==> config.mk <==
export PLATFORM = sky130hd
export DESIGN_NAME = mips_mem_sequencer_flat
export DESIGN_NICKNAME = d
export VERILOG_FILES = /design/src/rtl/mips_mem_sequencer_pkg.sv /design/src/rtl/mips_mem_sequencer_if.sv /design/src/rtl/mem_seq_watchdog.sv /design/src/rtl/mips_mem_sequencer.sv /design/src/flat_wrapper.sv
export SDC_FILE = /design/constraint.sdc
export NUM_CORES = 1
export LEC_CHECK = 0
export ABC_AREA = 1
export CAP_MARGIN = 40
export CORE_AREA = 4 4 102 104
export CTS_BUF_LIST = sky130_fd_sc_hd__clkbuf_8
export DETAILED_ROUTE_END_ITERATION = 6
export DIE_AREA = 0 0 106 108
export GPL_TIMING_DRIVEN = 1
export PLACE_DENSITY = 0.93
export SYNTH_ARGS = -nofsm -noshare
export SYNTH_HDL_FRONTEND = slang
export SYNTH_SLANG_ARGS = --single-unit
==> constraint.sdc <==
create_clock -name clk -period 3.15 [get_ports clk]
set_input_delay 0.4725 -clock clk [delete_from_list [all_inputs] [get_ports clk]]
set_output_delay 0.4725 -clock clk [all_outputs]
set_load 0.01 [all_outputs]
==> src/rtl/mips_mem_sequencer_pkg.sv <==
// Shared state encoding and helpers for the MIPS unified-memory sequencer.
package mips_mem_sequencer_pkg;

    typedef enum logic [2:0] {
        ST_IDLE   = 3'd0,
        ST_FETCH  = 3'd1,
        ST_EXEC   = 3'd2,
        ST_DATA   = 3'd3,
        ST_COMMIT = 3'd4,
        ST_HALTED = 3'd5,
        ST_ERROR  = 3'd6
    } seq_state_e;

    function automatic logic is_bus_state(seq_state_e s);
        return (s == ST_FETCH) || (s == ST_DATA);
    endfunction

endpackage

==> src/rtl/mips_mem_sequencer_if.sv <==
// Single-port handshaked memory bus between the sequencer (master) and memory (slave).
interface mips_mem_sequencer_if #(
    parameter int ADDR_W = 32,
    parameter int DATA_W = 32
);
    logic              mem_req;
    logic              mem_we;
    logic [ADDR_W-1:0] mem_addr;
    logic [DATA_W-1:0] mem_wdata;
    logic [DATA_W-1:0] mem_rdata;
    logic              mem_ack;

    modport master (
        output mem_req, mem_we, mem_addr, mem_wdata,
        input  mem_rdata, mem_ack
    );

    modport slave (
        input  mem_req, mem_we, mem_addr, mem_wdata,
        output mem_rdata, mem_ack
    );
endinterface

==> src/rtl/mem_seq_watchdog.sv <==
// Per-transaction watchdog: counts unacknowledged request cycles and flags expiry.
module mem_seq_watchdog #(
    parameter int unsigned TIMEOUT_CYCLES = 255
) (
    input  logic clk,
    input  logic reset,
    input  logic mem_req,
    input  logic mem_ack,
    output logic expire
);
    localparam int unsigned CNT_W = $clog2(TIMEOUT_CYCLES + 1);

    logic [CNT_W-1:0] count_q, count_d;

    // FETCH and DATA are always separated by a non-request cycle, so
    // clearing whenever mem_req is low clears on every transaction entry.
    always_comb begin
        count_d = '0;
        if (mem_req && !mem_ack) begin
            count_d = count_q + 1'b1;
        end
    end

    always_ff @(posedge clk or posedge reset) begin
        if (reset) begin
            count_q <= '0;
        end else begin
            count_q <= count_d;
        end
    end

    assign expire = mem_req && !mem_ack &&
                    (count_q == CNT_W'(TIMEOUT_CYCLES - 1));
endmodule

==> src/rtl/mips_mem_sequencer.sv <==
// Multi-cycle fetch/exec/data/commit sequencer sharing one memory port for mod_mips_processor.
// Optional watchdog and ERROR state enabled with `define MEM_SEQ_TIMEOUT_EN.
module mips_mem_sequencer
    import mips_mem_sequencer_pkg::*;
#(
    parameter int          ADDR_W         = 32,
    parameter int          DATA_W         = 32,
    parameter int unsigned TIMEOUT_CYCLES = 255
) (
    input  logic                 clk,
    input  logic                 reset,
    input  logic [ADDR_W-1:0]    pc,
    input  logic [ADDR_W-1:0]    cpu_data_address,
    input  logic [DATA_W-1:0]    cpu_write_data,
    input  logic                 cpu_mem_read,
    input  logic                 cpu_mem_write,
    output logic [DATA_W-1:0]    cpu_instruction,
    output logic [DATA_W-1:0]    cpu_data,
    output logic                 cpu_hold,
    mips_mem_sequencer_if.master mem,
    input  logic                 halt_req,
    output logic                 halted,
    output logic                 instr_retired,
    output logic                 bus_error
);
    seq_state_e        state_q, state_d;
    logic [DATA_W-1:0] cpu_instruction_q, cpu_instruction_d;
    logic [DATA_W-1:0] cpu_data_q, cpu_data_d;
    logic              op_we_q, op_we_d;
    logic              expire;

`ifdef MEM_SEQ_TIMEOUT_EN
    mem_seq_watchdog #(
        .TIMEOUT_CYCLES(TIMEOUT_CYCLES)
    ) u_watchdog (
        .clk     (clk),
        .reset   (reset),
        .mem_req (mem.mem_req),
        .mem_ack (mem.mem_ack),
        .expire  (expire)
    );
    assign bus_error = (state_q == ST_ERROR);
`else
    wire unused_timeout_cfg = |TIMEOUT_CYCLES;
    assign expire    = 1'b0;
    assign bus_error = 1'b0;
`endif

    always_comb begin
        state_d           = state_q;
        cpu_instruction_d = cpu_instruction_q;
        cpu_data_d        = cpu_data_q;
        op_we_d           = op_we_q;
        unique case (state_q)
            ST_IDLE: state_d = ST_FETCH;
            ST_FETCH: begin
                if (mem.mem_ack) begin
                    cpu_instruction_d = mem.mem_rdata;
                    state_d           = ST_EXEC;
                end else if (expire) begin
                    state_d = ST_ERROR;
                end
            end
            ST_EXEC: begin
                // Write wins when both strobes are set.
                op_we_d = cpu_mem_write;
                state_d = (cpu_mem_read || cpu_mem_write) ? ST_DATA : ST_COMMIT;
            end
            ST_DATA: begin
                if (mem.mem_ack) begin
                    if (!op_we_q) begin
                        cpu_data_d = mem.mem_rdata;
                    end
                    state_d = ST_COMMIT;
                end else if (expire) begin
                    state_d = ST_ERROR;
                end
            end
            ST_COMMIT: state_d = halt_req ? ST_HALTED : ST_FETCH;
            ST_HALTED: state_d = halt_req ? ST_HALTED : ST_FETCH;
            ST_ERROR:  state_d = ST_ERROR;
            default:   state_d = ST_IDLE;
        endcase
    end

    always_ff @(posedge clk or posedge reset) begin
        if (reset) begin
            state_q           <= ST_IDLE;
            cpu_instruction_q <= '0;
            cpu_data_q        <= '0;
            op_we_q           <= 1'b0;
        end else begin
            state_q           <= state_d;
            cpu_instruction_q <= cpu_instruction_d;
            cpu_data_q        <= cpu_data_d;
            op_we_q           <= op_we_d;
        end
    end

    // The processor is held throughout a transaction, so pc and the data
    // operands stay stable for as long as mem_req is high.
    assign mem.mem_req   = is_bus_state(state_q);
    assign mem.mem_we    = (state_q == ST_DATA) && op_we_q;
    assign mem.mem_addr  = (state_q == ST_DATA) ? cpu_data_address : pc;
    assign mem.mem_wdata = cpu_write_data;

    assign cpu_instruction = cpu_instruction_q;
    assign cpu_data        = cpu_data_q;
    assign cpu_hold        = (state_q != ST_COMMIT);
    assign instr_retired   = (state_q == ST_COMMIT);
    assign halted          = (state_q == ST_HALTED);
endmodule

==> src/flat_wrapper.sv <==
// flat-port wrapper written by rule: the top's interface ports become plain ports
module mips_mem_sequencer_flat import mips_mem_sequencer_pkg::*;
#(
    parameter int          ADDR_W         = 32,
    parameter int          DATA_W         = 32,
    parameter int unsigned TIMEOUT_CYCLES = 255
)
  (clk, reset, pc, cpu_data_address, cpu_write_data, cpu_mem_read, cpu_mem_write, cpu_instruction, cpu_data, cpu_hold, halt_req, halted, instr_retired, bus_error, mem_mem_req, mem_mem_we, mem_mem_addr, mem_mem_wdata, mem_mem_rdata, mem_mem_ack);
  mips_mem_sequencer_if #(.ADDR_W(ADDR_W), .DATA_W(DATA_W)) mem_i ();
  input  logic clk;
  input  logic reset;
  input  logic [ADDR_W-1:0] pc;
  input  logic [ADDR_W-1:0] cpu_data_address;
  input  logic [DATA_W-1:0] cpu_write_data;
  input  logic cpu_mem_read;
  input  logic cpu_mem_write;
  output logic [DATA_W-1:0] cpu_instruction;
  output logic [DATA_W-1:0] cpu_data;
  output logic cpu_hold;
  input  logic halt_req;
  output logic halted;
  output logic instr_retired;
  output logic bus_error;
  output wire logic [$bits(mem_i.mem_req)-1:0] mem_mem_req;
  output wire logic [$bits(mem_i.mem_we)-1:0] mem_mem_we;
  output wire logic [$bits(mem_i.mem_addr)-1:0] mem_mem_addr;
  output wire logic [$bits(mem_i.mem_wdata)-1:0] mem_mem_wdata;
  input wire logic [$bits(mem_i.mem_rdata)-1:0] mem_mem_rdata;
  input wire logic [$bits(mem_i.mem_ack)-1:0] mem_mem_ack;
  assign mem_mem_req = mem_i.mem_req;
  assign mem_mem_we = mem_i.mem_we;
  assign mem_mem_addr = mem_i.mem_addr;
  assign mem_mem_wdata = mem_i.mem_wdata;
  assign mem_i.mem_rdata = mem_mem_rdata;
  assign mem_i.mem_ack = mem_mem_ack;
  mips_mem_sequencer #(.ADDR_W(ADDR_W), .DATA_W(DATA_W), .TIMEOUT_CYCLES(TIMEOUT_CYCLES)) u_core (.clk(clk), .reset(reset), .pc(pc), .cpu_data_address(cpu_data_address), .cpu_write_data(cpu_write_data), .cpu_mem_read(cpu_mem_read), .cpu_mem_write(cpu_mem_write), .cpu_instruction(cpu_instruction), .cpu_data(cpu_data), .cpu_hold(cpu_hold), .mem(mem_i), .halt_req(halt_req), .halted(halted), .instr_retired(instr_retired), .bus_error(bus_error));
endmodule
# After elaboration in Yosys (flattened, before gate mapping)
# Index checks and enable logic that the tools add are counted.
# W data, S select, Z words.
[totals] reg_bits=68 latchBits=0 mem_bits_rw=0 romBits=0 input_bits=134 output_inout_bits=134 memories=0
[classes] addsub=0 mul=0 div=0 magnitude_cmp=0 n_eq_ne=9 shifts=0 mux=6 bitwise_logic=1 reduce_logical=8
[ops] op="$mux W32" count=1
[ops] op="$pmux W3 S6" count=1
[ops] op="$mux W3" count=4
[ops] op="$eq A3 B3 Y1 const B" count=3
[ops] op="$eq A3 B2 Y1 const B" count=2
[ops] op="$ne A2 B2 Y1 const B" count=2
[ops] op="$reduce_and A2 Y1" count=2
[ops] op="$eq A3 B1 Y1 const B" count=1
[ops] op="$logic_not A3 Y1" count=1
[ops] op="$ne A3 B3 Y1 const B" count=1
[ops] op="$reduce_and A3 Y1" count=1
[ops] op="$logic_or A1 B1 Y1" count=2
[ops] op="$reduce_or A2 Y1" count=1
[ops] op="$logic_and A1 B1 Y1" count=1
[ops] op="$not A1 Y1" count=1

# Logic depth before layout (Yosys ltp)
[depth] depth_word=3 mapped_depth=7 mapped_depth_nobuf=6

# Least setup slack after synthesis
# OpenSTA, ideal clock, no wires.
[synth_timing] path_type="flip-flop to output port" startpoint="register u_core.state_q[2]" endpoint="output port mem_mem_addr[0]" arrival_time_ns=1.116 slack_ns=1.561 path_stages_with_launch=8 path_cell_list="dfrtp_1 inv_2 nand3_4 inv_2 buf_6 buf_4 nand2_1 nand2_1"
[synth_via] elab_chain_cells=2
[synth_rtl] element="start: declaration" line_no="mips_mem_sequencer.sv:26" source="seq_state_e state_q, state_d;"
[synth_rtl] element="start signal: assignment" line_no="mips_mem_sequencer.sv:93" source="state_q <= state_d;"
[synth_rtl] element="$eq A3 B2 Y1" line_no="mips_mem_sequencer.sv:104" source="assign mem.mem_addr = (state_q == ST_DATA) ? cpu_data_address : pc;"
[synth_rtl] element="$mux W32" line_no="mips_mem_sequencer.sv:104"
[synth_rtl] element="end: declaration" line_no="flat_wrapper.sv:26" source="output wire logic [$bits(mem_i.mem_addr)-1:0] mem_mem_addr;"
# No other way between the ends.

# Worst setup path in the final report
[layout_timing] startpoint="register u_core.state_q[2]" endpoint="output port mem_mem_addr[8]"
# The elaborated chain is that of the path after synthesis.

==> metrics.md <==
| Metric | Value |
|---|---|
| Die Wd | 106 µm |
| Setup violators final | 0 |
| Hold_sp | u_core.cpu_data[1]$_DFFE_PP0P_ |
| Reg-to-reg endpoint | u_core.cpu_data[9]$_DFFE_PP0P_ |
| DP Wirelength | 8690 µm |
| Synth warn | 0 |
| Hold path depth | 2 |
| Library cells used by synthesis | 18 |
| Commonest non-fill, non-tap cell in the layout | nand2_1 |
| Most frequent cells in the layout | 271 x nand2_1, 202 x clkdlybuf4s50_1, 68 x dfrtp_1 |
| CP arrival | 2.35 ns |
| Drt drc | 0 |
| Fin. Hold Viols | 0 |
| Pwr dens | 880 mW/mm² |
| Layout Nets | 752 |
| Core box area | 0.00955 mm² |
| DP Worst Slack | 0.587 ns |
| Status | completed |
| Final period utilization | 89.7% |
| RD Place Congestion | 0.908 |
| Share of layout cells above drive strength 1 | 4.82% |
| H-Tree Depth | 3 |
| Yosys reg bits | 68 |
| Largest family of logic cells by synthesized area | simple AND/OR/NAND/NOR gates |
| Cell Rows | 36 |
| CTS tree | built |
| Wire length per cell | 15.3 µm |
| Cell count after synthesis | 455 |
| Area Growth Syn to Fin | 59.6% |
| Wire length of the first global-routing pass | 18,200 µm |
| Worst Skew | 0.0115 ns |
| Clk root buf | clkbuf_8 |
| Die ar. | 0.0114 mm² |
| All-Layer GR Usage | 20.2% |
| Tmin final | 2.83 ns |
| Hold buffer count at cts | 0 |
| Ant diodes | 0 |
| Mux contribution to synthesized area | 0% |
| Internal Dissipation | 2.97 mW |
| Setup_tns | 0 ns |
| CP startpoint kind | flip-flop |
| Post-Route WL | 11,600 µm |
| Synth Area in Compound Gates | 0.439% |
| Leakage power | 2.69 nW |
| # fillers | 860 |
| IO buf count | 202 |
| Sequential share of the synthesized area | 49.7% |
| Via count | 3,495 |
| CTS buffer count | 9 |
| Slew margin rel. | 52.4% |
| Combinational Power Share | 53.7% |
| Worst r2r src | u_core.state_q[2]$_DFFE_PP0P_ |
| DRT Pass-1 Iters | 4 |
| Post-route ant nets | 0 |
| Worst-Margin Slew | 0.713 ns |
| Clk sink count | 68 |
| Peak VDD IR | 0.512 mV |
| Synth Area in Simple Gates | 36.8% |
| Top fanout value on the critical path | 35 |
| Number of max-cap violations | 0 |
| Footprint of the multi-input gates | 0.00128 mm² |
| Initial antenna violation count | 1 |
| HP Class | reg2reg |
| Required time of the critical path | 2.68 ns |
| Area share of fa/ha/maj cells after synthesis | 0% |
| RSZ-0062 raised after global routing | no |
| NetSw | 1.84 mW |
| FMAX | 354 MHz |
| Vias in the first global route | 3,739 |
| Clk pwr share | 14.8% |
| Synth Area in XOR/XNOR | 0% |
| GRT Residual Overflow | 0 |
| Reg area | 0.00170 mm² |
| Max-slew violation count | 0 |
| Initial Util | 35.8% |
| Mapped Area | 0.00342 mm² |
| Worst setup EP type | primary output |
| Seq pwr share | 31.5% |
| Pin count of the biggest net entering global routing | 37 |
| Sw Ratio | 38.2% |
| Finished Core Util | 57.2% |
| Worst skew pair latency | 0.34 ns |
| Post_cts resized | 0 |
| Boundary Pins | 268 |
| Vias per cell | 4.62 |
| R2R depth | 8 |
| Die Ht | 108 µm |
| Syn Area/Cell | 7.52 µm² |
| Crit Path Class | reg2out |
| Worst Hold Endpoint | u_core.cpu_data[1]$_DFFE_PP0P_ |
| 1st-iter DRT viols | 158 |
| Final worst setup slack | 0.323 ns |
| Clk pin slew, worst setup/hold paths | 0.07 ns |
| Clock buffer depth | 2 |
| Post-CTS Setup Inserts | 0 |
| R2r setup slk | 0.74 ns |
| Post-Syn Nets | 589 |
## final cells by class
type | instances | share of cell area [%]
clock inverter | 6 | 1.17
sequential | 68 | 31.1
inverter | 12 | 0.847
tap | 133 | 3.04
multi-input combinational | 320 | 23.4
timing repair buffer | 207 | 37.9
clock buffer | 10 | 2.52
## worst max-delay path, cell delays in order, from the launching register on
cell,delay [ns]
dfrtp_1,0.45
inv_2,0.14
nand3_4,0.29
clkinv_2,0.41
nand2_1,0.09
nand2_1,0.10
clkdlybuf4s50_1,0.54
## worst max-delay path by stage
stage | startpoint | end | slack, ns
after detailed placement | u_core.state_q[2]$_DFFE_PP0P_ | mem_mem_addr[20] | 0.59
after floorplan | reset | u_core.cpu_data[0]$_DFFE_PP0P_ | 0.97
after global placement | u_core.state_q[2]$_DFFE_PP0P_ | mem_mem_addr[8] | 0.67
final | u_core.state_q[2]$_DFFE_PP0P_ | mem_mem_addr[8] | 0.32
after global routing | u_core.state_q[2]$_DFFE_PP0P_ | mem_mem_addr[8] | 0.09
after CTS | u_core.state_q[2]$_DFFE_PP0P_ | mem_mem_addr[8] | 0.20
## routing by layer
layer | global-route usage (%) | wire length, µm | up-vias
met5 | 0 | 13 | -
met4 | 10.8 | 426 | 2
met3 | 6.81 | 987 | 35
met2 | 34.6 | 5720 | 209
met1 | 22.5 | 4430 | 1569
li1 | - | - | 1680
## state kept, by name, indices dropped and copies added (netlist names)
name / count
u_core.op_we_q: 1
u_core.cpu_data: 32
u_core.state_q: 3
u_core.cpu_instruction: 32
## cells in the mapped netlist (all sizes together)
cell type | instances | share of area (%)
nand2 | 271 | 30
dfrtp | 68 | 50
buf | 49 | 11
nand3 | 35 | 5.6
inv | 12 | 1.3
nor2 | 9 | 1.3
clkbuf | 6 | 0.66
o21ai | 2 | 0.29
a21oi | 1 | 0.15
conb | 1 | 0.11
nor3 | 1 | 0.15
## power by group through the flow
stage	clock network (mW)	logic, mW	registers (mW)
floorplan	0	1.07	1.68
global placement	0	2.54	1.51
detailed placement	0	2.60	1.53
CTS	0.742	2.62	1.52
global route	0.779	2.83	1.57
finish	0.714	2.58	1.51
## through the flow
stage	hold WS [ns]	total power [mW]	instance area, µm²	std cells
floorplan	0.509	2.75	3420	455
global placement	0.452	4.05	5260	740
detailed placement	0.458	4.12	5260	740
CTS	0.475	4.87	5460	756
global route	0.497	5.18	5470	756
finish	0.474	4.81	5470	756
## cell families (layout without fill, tap and decap cells)
logic type	after synthesis	count (layout)
AND/OR/NAND/NOR	316	316
AO/OA/AOI/OAI	3	3
other	1	1
buffers and inverters	67	235
flip-flops	68	68
Power figures use the tool's default switching activity.
